`config.mk`:
```
export PLATFORM = sky130hd
export DESIGN_NAME = pmem_arbiter
export DESIGN_NICKNAME = d
export VERILOG_FILES = /design/src/rtl/pmem_arbiter_pkg.sv /design/src/rtl/pmem_arb_priority.sv /design/src/rtl/pmem_arbiter.sv
export SDC_FILE = /design/constraint.sdc
export NUM_CORES = 1
export LEC_CHECK = 0
export CORE_AREA = 2 2 268 270
export CTS_BUF_LIST = sky130_fd_sc_hd__clkbuf_4 sky130_fd_sc_hd__clkbuf_8
export CTS_CLUSTER_DIAMETER = 200
export CTS_CLUSTER_SIZE = 24
export DETAILED_ROUTE_END_ITERATION = 10
export DIE_AREA = 0 0 270 272
export SLEW_MARGIN = 20
export SYNTH_ARGS = -nofsm -noshare
export SYNTH_HDL_FRONTEND = slang
export SYNTH_SLANG_ARGS = --single-unit
```
`constraint.sdc`:
```
create_clock -name clk -period 5.57 [get_ports clk]
set_clock_uncertainty 0.1 [all_clocks]
set_input_delay 1.3925 -clock clk [delete_from_list [all_inputs] [get_ports clk]]
set_output_delay 1.3925 -clock clk [all_outputs]
set_load 0.02 [all_outputs]
```
`src/rtl/pmem_arbiter_pkg.sv`:
```
// Shared types and constants for the physical-memory port arbiter.
// The grant and state encodings are used by the top and by the priority block.
package pmem_arbiter_pkg;

    localparam int PMEM_LINE_OFFSET = 4;

    typedef enum logic [1:0] {
        GNT_NONE,
        GNT_L2_READ,
        GNT_L2_WRITE,
        GNT_VC
    } grant_t;

    typedef enum logic [1:0] {
        ARB_IDLE,
        ARB_BUSY,
        ARB_RELEASE
    } arb_state_t;

    function automatic logic is_l2_grant(grant_t g);
        return (g == GNT_L2_READ) || (g == GNT_L2_WRITE);
    endfunction

endpackage

```
`src/rtl/pmem_arb_priority.sv`:
```
// Combinational grant selection: starvation promotion, same-line hazard
// override, then fixed priority L2 read > L2 write > VC writeback.
module pmem_arb_priority
    import pmem_arbiter_pkg::*;
#(
    parameter int ADDR_WIDTH  = 16,
    parameter int OFFSET_BITS = PMEM_LINE_OFFSET
) (
    input  logic                  l2_read_i,
    input  logic                  l2_write_i,
    input  logic                  vc_write_i,
    input  logic [ADDR_WIDTH-1:0] l2_address_i,
    input  logic [ADDR_WIDTH-1:0] vc_address_i,
    input  logic                  starved_i,
    output logic [1:0]            grant_o
);

    logic   same_line;
    grant_t grant;

    assign same_line = (l2_address_i[ADDR_WIDTH-1:OFFSET_BITS] ==
                        vc_address_i[ADDR_WIDTH-1:OFFSET_BITS]);

    always_comb begin
        // NOTE: default assignment first so every path assigns grant; no latch is inferred.
        grant = GNT_NONE;
        if (vc_write_i && starved_i) begin
            grant = GNT_VC;
        end else if (vc_write_i && l2_read_i && same_line) begin
            // The victim line must reach pmem before L2 refetches it.
            grant = GNT_VC;
        end else if (l2_read_i) begin
            grant = GNT_L2_READ;
        end else if (l2_write_i) begin
            grant = GNT_L2_WRITE;
        end else if (vc_write_i) begin
            grant = GNT_VC;
        end
    end

    assign grant_o = grant;

endmodule

```
`src/rtl/pmem_arbiter.sv`:
```
// Arbitrates the single pmem port between L2 fill, L2 eviction and victim-cache
// writeback; IDLE -> BUSY (until pmem_resp) -> RELEASE -> IDLE.
module pmem_arbiter
    import pmem_arbiter_pkg::*;
#(
    parameter int ADDR_WIDTH   = 16,
    parameter int LINE_WIDTH   = 128,
    parameter int OFFSET_BITS  = PMEM_LINE_OFFSET,
    parameter int STARVE_LIMIT = 8
) (
    input  logic                  clk,
    input  logic                  rst_n,
    input  logic                  l2_read,
    input  logic                  l2_write,
    input  logic [ADDR_WIDTH-1:0] l2_address,
    input  logic [LINE_WIDTH-1:0] l2_wdata,
    output logic                  l2_resp,
    output logic [LINE_WIDTH-1:0] l2_rdata,
    input  logic                  vc_write,
    input  logic [ADDR_WIDTH-1:0] vc_address,
    input  logic [LINE_WIDTH-1:0] vc_wdata,
    output logic                  vc_resp,
    output logic                  pmem_read,
    output logic                  pmem_write,
    output logic [ADDR_WIDTH-1:0] pmem_address,
    output logic [LINE_WIDTH-1:0] pmem_wdata,
    input  logic [LINE_WIDTH-1:0] pmem_rdata,
    input  logic                  pmem_resp,
    output logic                  l2_pmem_busy
);

    localparam int                CNT_W      = $clog2(STARVE_LIMIT + 1);
    localparam logic [CNT_W-1:0]  STARVE_MAX = CNT_W'(STARVE_LIMIT);

    arb_state_t       state_q;
    grant_t           grant_q;
    grant_t           next_grant;
    logic [1:0]       next_grant_raw;
    logic             pmem_read_q;
    logic             pmem_write_q;
    logic [CNT_W-1:0] starve_q;
    logic [CNT_W-1:0] starve_d;
    logic             starved;
    logic             in_busy;
    logic             l2_granted;

    assign starved    = (starve_q >= STARVE_MAX);
    assign in_busy    = (state_q == ARB_BUSY);
    assign l2_granted = is_l2_grant(grant_q);

    pmem_arb_priority #(
        .ADDR_WIDTH  (ADDR_WIDTH),
        .OFFSET_BITS (OFFSET_BITS)
    ) u_priority (
        .l2_read_i    (l2_read),
        .l2_write_i   (l2_write),
        .vc_write_i   (vc_write),
        .l2_address_i (l2_address),
        .vc_address_i (vc_address),
        .starved_i    (starved),
        .grant_o      (next_grant_raw)
    );

    assign next_grant = grant_t'(next_grant_raw);

    always_ff @(posedge clk) begin
        // NOTE: state registers use non-blocking assignment so every flop samples pre-edge values.
        if (!rst_n) begin
            state_q      <= ARB_IDLE;
            grant_q      <= GNT_NONE;
            pmem_read_q  <= 1'b0;
            pmem_write_q <= 1'b0;
        end else begin
            unique case (state_q)
                ARB_IDLE: begin
                    grant_q <= next_grant;
                    if (next_grant != GNT_NONE) begin
                        state_q      <= ARB_BUSY;
                        pmem_read_q  <= (next_grant == GNT_L2_READ);
                        pmem_write_q <= (next_grant == GNT_L2_WRITE) || (next_grant == GNT_VC);
                    end
                end
                ARB_BUSY: begin
                    if (pmem_resp) begin
                        state_q      <= ARB_RELEASE;
                        pmem_read_q  <= 1'b0;
                        pmem_write_q <= 1'b0;
                    end
                end
                ARB_RELEASE: begin
                    state_q <= ARB_IDLE;
                end
                default: begin
                    state_q      <= ARB_IDLE;
                    pmem_read_q  <= 1'b0;
                    pmem_write_q <= 1'b0;
                end
            endcase
        end
    end

    // Counts cycles a pending VC writeback spends behind someone else's transfer.
    always_comb begin
        starve_d = starve_q;
        if (vc_write) begin
            if (state_q == ARB_IDLE) begin
                if (next_grant == GNT_VC) begin
                    starve_d = '0;
                end else if (!starved) begin
                    starve_d = starve_q + 1'b1;
                end
            end else if ((grant_q != GNT_VC) && !starved) begin
                starve_d = starve_q + 1'b1;
            end
        end
    end

    always_ff @(posedge clk) begin
        if (!rst_n) begin
            starve_q <= '0;
        end else begin
            starve_q <= starve_d;
        end
    end

    always_comb begin
        pmem_address = '0;
        pmem_wdata   = '0;
        if (in_busy) begin
            if (grant_q == GNT_VC) begin
                pmem_address = vc_address;
                pmem_wdata   = vc_wdata;
            end else begin
                pmem_address = l2_address;
                pmem_wdata   = l2_wdata;
            end
        end
    end

    assign pmem_read    = pmem_read_q;
    assign pmem_write   = pmem_write_q;
    assign l2_resp      = in_busy && pmem_resp && l2_granted;
    assign vc_resp      = in_busy && pmem_resp && (grant_q == GNT_VC);
    assign l2_rdata     = pmem_rdata;
    assign l2_pmem_busy = l2_read || l2_write || ((state_q != ARB_IDLE) && l2_granted);

    // A simultaneous L2 read and write is a requester bug; it is served as a read.
    always @(posedge clk) begin
        if (rst_n) begin
            assert (!(l2_read && l2_write));
        end
    end

endmodule

```
==> flow_metrics.env, run 1 <==
export IMPL_synthesis_area_sq_um=3730
export IMPL_min_period_ns=4.53
export IMPL_place_congestion=0.802
export IMPL_slew_violations=0
export IMPL_synth_largest_area_cell="mux2i_1"
export IMPL_wirelength_microns=33800
export IMPL_ys_top_cells_by_count="151 x nor2_1, 145 x mux2i_1, 128 x buf_4"
export IMPL_io_pin_count=699
export IMPL_vdd_ir_drop_max_mv=0.0524
export IMPL_placed_area_sq_um=8380
export IMPL_start_util=0.0528
export IMPL_htreeDepth=1
export IMPL_grt_pass1_wl_microns=43600
export IMPL_first_pass_iters=4
export IMPL_clockBufferDepth=2
export IMPL_rsz0062_at_grt="false"
export IMPL_nets=1247
export IMPL_antenna_found_initial=34
export IMPL_synth_cell_types=32
export IMPL_crit_fanout=2
export IMPL_viasPerCell=2.70
export IMPL_syn_nets=950
export IMPL_floorplan_rows=98
export IMPL_clock_fmax_ghz=0.221
export IMPL_die_w_microns=270
export IMPL_crit_path_end_kind="output port"
export IMPL_syn_avg_cell_area_sq_um=7.11
export IMPL_synth_top_area_frac=0.389
export IMPL_powerDensity_nw_per_um2=99.7
export IMPL_ys_ff_latch=10
export IMPL_cts_tree="built"
export IMPL_grt_start_max_net_pins=66
export IMPL_hold_viol=0
export IMPL_crit_required_ns=4.08
export IMPL_fin_tns_setup_ns=0
export IMPL_synth_main_ff_cell="dfxtp_1"
export IMPL_gr_total_overflow=0
export IMPL_synth_edff_count=0
export IMPL_p_leak_nw=2.56
export IMPL_clkSinkCount=10
export IMPL_drcViolationCount=0
export IMPL_portBuffers=442
export IMPL_power_total_mw=0.841
export IMPL_cap_violations=0
export IMPL_hold_class="reg -> reg"
export IMPL_clockRootBuffer="clkbuf_8"
export IMPL_cts_made_buffers=3
export IMPL_num_vias=4790
export IMPL_postLayoutCellArea_sq_um=8430
export IMPL_drt_iter0_markers=99
export IMPL_area_delta_synth_final_pct=126
export IMPL_slew_headroom=0.443
export IMPL_ys_top_cells_by_area="mux2i_1 39%, buf_4 26%, nor2_1 15%"
export IMPL_dp_hpwl_microns=30800
export IMPL_setup_viol=0
export IMPL_cts_setup_buffers=0
export IMPL_clock_latency_ns=0.24
export IMPL_yosysMostFrequentCell="nor2_1"
export IMPL_startpoint_type="input port"
export IMPL_cp_arrival_ns=3.04
export IMPL_worst_slew_pin_slew_ns=0.835
export IMPL_grt_pass1_vias=4710
export IMPL_ys_async_sr_fraction=0
export IMPL_die_h_microns=272
export IMPL_drive_gt1_frac=0.0195
export IMPL_period_share=0.814
export IMPL_track_usage=0.0875
export IMPL_path_class="in -> out"
export IMPL_final_antenna_net_count=0
export IMPL_path_clk_slew_ns=0.05
export IMPL_ys_warn_count=0
export IMPL_wl_per_cell_microns=19.0
export IMPL_cts_resized=0
export IMPL_syn_instance_count=525
export IMPL_coreArea_sq_um=70800
export IMPL_die_area_sq_um=73400
export IMPL_yosysSeqAreaShare=0.0536
export IMPL_outcome="completed"
export IMPL_hold_buffers=0
[final cells by class]
class	instances	area, sq um
antenna	6	15.0
fill	8192	62300
clock buffer	3	41.3
sequential	10	200
timing repair buffer	452	4540
tap	950	1190
inverter	5	18.8
multi-input combinational	350	2430
[per-stage QoR]
| stage | cells | hold slack (ns) | worst slack, ns | utilization |
|---|---|---|---|---|
| 3_3_place_gp | 1767 | 0.371 | 0.918 | 0.118 |
| 6_report | 1776 | 0.375 | 1.04 | 0.119 |
| 2_1_floorplan | 525 | 0.338 | 2.34 | - |
| 3_5_place_dp | 1767 | 0.371 | 0.930 | 0.118 |
| 5_1_grt | 1772 | 0.411 | 0.891 | 0.119 |
| 4_1_cts | 1770 | 0.379 | 0.926 | 0.119 |
[state kept, by name, summed over array words and instances (netlist names)]
register    count
state_q         2
pmem_write      1
pmem_read       1
grant_q         2
starve_q        4
[per-layer routing]
metal	wire length [microns]	global-route usage	part of all wire
met5	137	0	0.0041
met1	13100	0.101	0.39
met4	1250	0.0251	0.037
met3	5600	0.0565	0.17
met2	13800	0.132	0.41
[worst paths after layout]
kind                            from                       end  slack (ns)  cells after the start
max                    l2_address[8]           pmem_address[8]        1.04                      4
min          pmem_write$_SDFFE_PN0P_   pmem_write$_SDFFE_PN0P_        0.37                      2
max reg2reg  grant_q[0]$_SDFFE_PN0N_  starve_q[2]$_SDFFE_PN0P_        3.75                      5
min reg2reg  pmem_write$_SDFFE_PN0P_   pmem_write$_SDFFE_PN0P_        0.37                      2
[critical path, cell delays in order]
cell and delay [ns]:
clkdlybuf4s50_1 0.54, mux2i_1 0.13, nor2_1 0.13, clkdlybuf4s50_1 0.84
[power by group]
part           switching (mW)  total [mW]  internal, mW  leakage [nW]
Clock                  0.0267      0.0738        0.0472        0.0216
Sequential            0.00580      0.0828        0.0770        0.0822
Combinational           0.296       0.685         0.389          2.46
[cell usage in the layout (no fill, tap or decap), types with 2 or more instances in the layout]
cell type,instances
mux2i_1,145
ha_1,2
buf_4,7
a21oi_1,2
xnor2_1,13
dfxtp_1,10
nand2b_1,3
nor2_1,151
nand2_1,5
buf_12,3
a41oi_1,2
nand4_1,2
nand3_1,2
clkbuf_8,3
clkdlybuf4s50_1,442
nor2b_1,2
and3_1,3
inv_1,5
diode_2,6
o21ai_1,3
[kinds of logic after synthesis]
logic type / share of synthesized area
flops: 0.0536
fa+ha+maj: 0.0101
simple gates: 0.183
mux: 0.389
xor+xnor: 0.0328
buf+inv: 0.300
compound gates: 0.0315
(Power assumes the default switching activity.)
==> run 2, diff against run 1 <==
--- a/config.mk
+++ b/config.mk
@@ -5,12 +5,12 @@
 export SDC_FILE = /design/constraint.sdc
 export NUM_CORES = 1
 export LEC_CHECK = 0
-export CORE_AREA = 2 2 268 270
+export CORE_AREA = 2 2 275 277
 export CTS_BUF_LIST = sky130_fd_sc_hd__clkbuf_4 sky130_fd_sc_hd__clkbuf_8
 export CTS_CLUSTER_DIAMETER = 200
 export CTS_CLUSTER_SIZE = 24
 export DETAILED_ROUTE_END_ITERATION = 10
-export DIE_AREA = 0 0 270 272
+export DIE_AREA = 0 0 277 279
 export SLEW_MARGIN = 20
 export SYNTH_ARGS = -nofsm -noshare
 export SYNTH_HDL_FRONTEND = slang
==> constraint.sdc (replaced) <==
create_clock -name clk -period 4.5 [get_ports clk]
set_clock_uncertainty 0.1 [all_clocks]
set_input_delay 1.125 -clock clk [delete_from_list [all_inputs] [get_ports clk]]
set_output_delay 1.125 -clock clk [all_outputs]
set_load 0.02 [all_outputs]
==> run 2 against run 1 <==
Against the previous run: flip-flop and latch count did not move; setup slack got worse by 0.43 ns; largest power group unchanged; critical endpoint is now l2_resp; count of clock-buffer cells in the layout rose by 1; clock power rose by 57%.
==> flow_metrics.env, run 2 (synthesized netlist as in run 1, its figures left out) <==
export IMPL_outcome="completed"
export IMPL_drcViolationCount=0
export IMPL_fin_tns_setup_ns=0
export IMPL_crit_cells=3
export IMPL_cts_made_buffers=3
export IMPL_cp_arrival_ns=2.67
export IMPL_drt_iter0_markers=118
export IMPL_cts_tree="built"
export IMPL_cts_resized=0
export IMPL_fin_util=0.115
export IMPL_crit_path_end_kind="output port"
export IMPL_seqCellArea_sq_um=200
export IMPL_drive_gt1_frac=0.0278
export IMPL_crit_fanout=6
export IMPL_final_cell_mix="441 x clkdlybuf4s50_1, 151 x nor2_1, 145 x mux2i_1, 13 x xnor2_1, 11 x buf_4"
export IMPL_slew_headroom=0.677
export IMPL_finalNonFillerCells=1804
export IMPL_rr_worst_depth=5
export IMPL_portBuffers=442
export IMPL_track_usage=0.0854
export IMPL_crit_required_ns=3.27
export IMPL_die_w_microns=277
export IMPL_slowest_delay_ns=0.68
export IMPL_grt_pass1_wl_microns=44200
export IMPL_clockRootBuffer="clkbuf_8"
export IMPL_worst_slew_pin_slew_ns=0.484
export IMPL_worstReg2RegEnd="starve_q[2]$_SDFFE_PN0P_"
export IMPL_worst_path_max_delay_cell="clkdlybuf4s50_1"
export IMPL_slew_violations=0
export IMPL_htreeDepth=1
export IMPL_crit_top_cell="clkdlybuf4s50_1"
export IMPL_grt_start_max_net_pins=76
export IMPL_setup_viol=0
export IMPL_min_period_ns=3.90
export IMPL_period_share=0.866
export IMPL_coreArea_sq_um=74100
export IMPL_num_vias=4868
export IMPL_vdd_ir_drop_max_mv=0.0656
export IMPL_timing_final_ws_setup_ns=0.604
export IMPL_powerDensity_nw_per_um2=126
export IMPL_grt_pass1_vias=4747
export IMPL_startpoint_type="input port"
export IMPL_dp_cells=1791
export IMPL_floorplan_rows=100
export IMPL_r2r_start="state_q[0]$_SDFFE_PN0P_"
export IMPL_io_pin_count=699
export IMPL_crit_start="pmem_resp"
export IMPL_cap_violations=0
export IMPL_path_buf_inv=2
export IMPL_die_h_microns=279
export IMPL_wl_per_cell_microns=19.3
export IMPL_hold_class="reg -> reg"
export IMPL_cpLargestDelayFamily="buffers and inverters"
export IMPL_multiInputGateArea_sq_um=2430
export IMPL_area_delta_synth_final_pct=129
export IMPL_hold_buffers=0
export IMPL_dp_hpwl_microns=31900
export IMPL_clockBufferDepth=2
export IMPL_path_clk_slew_ns=0.05
export IMPL_path_class="in -> out"
export IMPL_regMostFlops="starve_q"
export IMPL_die_area_sq_um=77300
export IMPL_place_ws_ns=0.530
export IMPL_viasPerCell=2.70
export IMPL_largestRegisters="starve_q: 4 flops, grant_q: 2 flops, state_q: 2 flops"
export IMPL_cts_setup_buffers=0
export IMPL_clock_fmax_ghz=0.257
export IMPL_holdWs_ns=0.406
export IMPL_antenna_found_initial=38
export IMPL_hold_viol=0
export IMPL_largest_reg_flops=4
export IMPL_n_fill_cell=8574
export IMPL_path_cells="clkdlybuf4s50_1, and3_1, clkdlybuf4s50_1"
export IMPL_r2r_slack_ns=2.91
export IMPL_p_leak_nw=2.61
export IMPL_nets=1252
export IMPL_wirelength_microns=34900
export IMPL_place_congestion=0.746
export IMPL_mostFrequentLayoutCell="clkdlybuf4s50_1"
export IMPL_clkSinkCount=10
export IMPL_clock_latency_ns=0.24
export IMPL_gr_total_overflow=0
export IMPL_rsz0062_at_grt="false"
export IMPL_final_antenna_net_count=0
export IMPL_crit_end="l2_resp"
export IMPL_start_util=0.0504
export IMPL_first_pass_iters=4
[run 2: cell count changes in the layout (fill, tap and decap cells not counted), sizes merged]
cell           before  now
buf                10   16
diode               6    9
clkbuf              3    4
clkdlybuf4s50     442  441
[run 2: metal layers]
metal / track usage / part of all wire / wire (microns) / up-vias
li1: - / - / - / 2218
met1: 0.0901 / 0.36 / 12500 / 2044
met2: 0.132 / 0.42 / 14500 / 456
met3: 0.0587 / 0.17 / 6030 / 128
met4: 0.0354 / 0.047 / 1650 / 22
met5: 0 / 0.0040 / 141 / -
[run 2: power breakdown]
| part | total, mW | switching [mW] | internal (mW) |
|---|---|---|---|
| Sequential | 0.103 | 0.00759 | 0.0951 |
| Combinational | 0.856 | 0.371 | 0.485 |
| Clock | 0.116 | 0.0386 | 0.0772 |
[run 2: final cells by class]
cell class,instances,area share
well taps,969,0.142
inverters,5,0.00220
repair buffers,457,0.538
multi-input cells,350,0.285
diodes,9,0.00264
flip-flops and latches,10,0.0234
clock buffers,4,0.00645
[run 2: per-stage QoR]
step,total power [mW],cell area [sq um]
2_1_floorplan,0.593,3730
3_3_place_gp,0.967,8460
3_5_place_dp,0.967,8460
4_1_cts,1.09,8520
5_1_grt,1.14,8530
6_report,1.07,8540
[run 2: how the worst min path moves through the flow]
stage | start | to | slack, ns | cells after the start
after floorplan | grant_q[0]$_SDFFE_PN0N_ | grant_q[0]$_SDFFE_PN0N_ | 0.34 | 2
after CTS | grant_q[0]$_SDFFE_PN0N_ | grant_q[0]$_SDFFE_PN0N_ | 0.41 | 2
after global placement | grant_q[0]$_SDFFE_PN0N_ | grant_q[0]$_SDFFE_PN0N_ | 0.39 | 2
final | grant_q[0]$_SDFFE_PN0N_ | grant_q[0]$_SDFFE_PN0N_ | 0.41 | 2
after detailed placement | grant_q[0]$_SDFFE_PN0N_ | grant_q[0]$_SDFFE_PN0N_ | 0.40 | 2
after global routing | pmem_write$_SDFFE_PN0P_ | pmem_write$_SDFFE_PN0P_ | 0.42 | 2
[run 2: worst register-to-register path: stages (launching register included)]
cell      delay (ns)
dfxtp_1         0.39
or2_1           0.30
a211oi_2        0.40
nand2_1         0.11
xor2_1          0.13
nor2_1          0.05
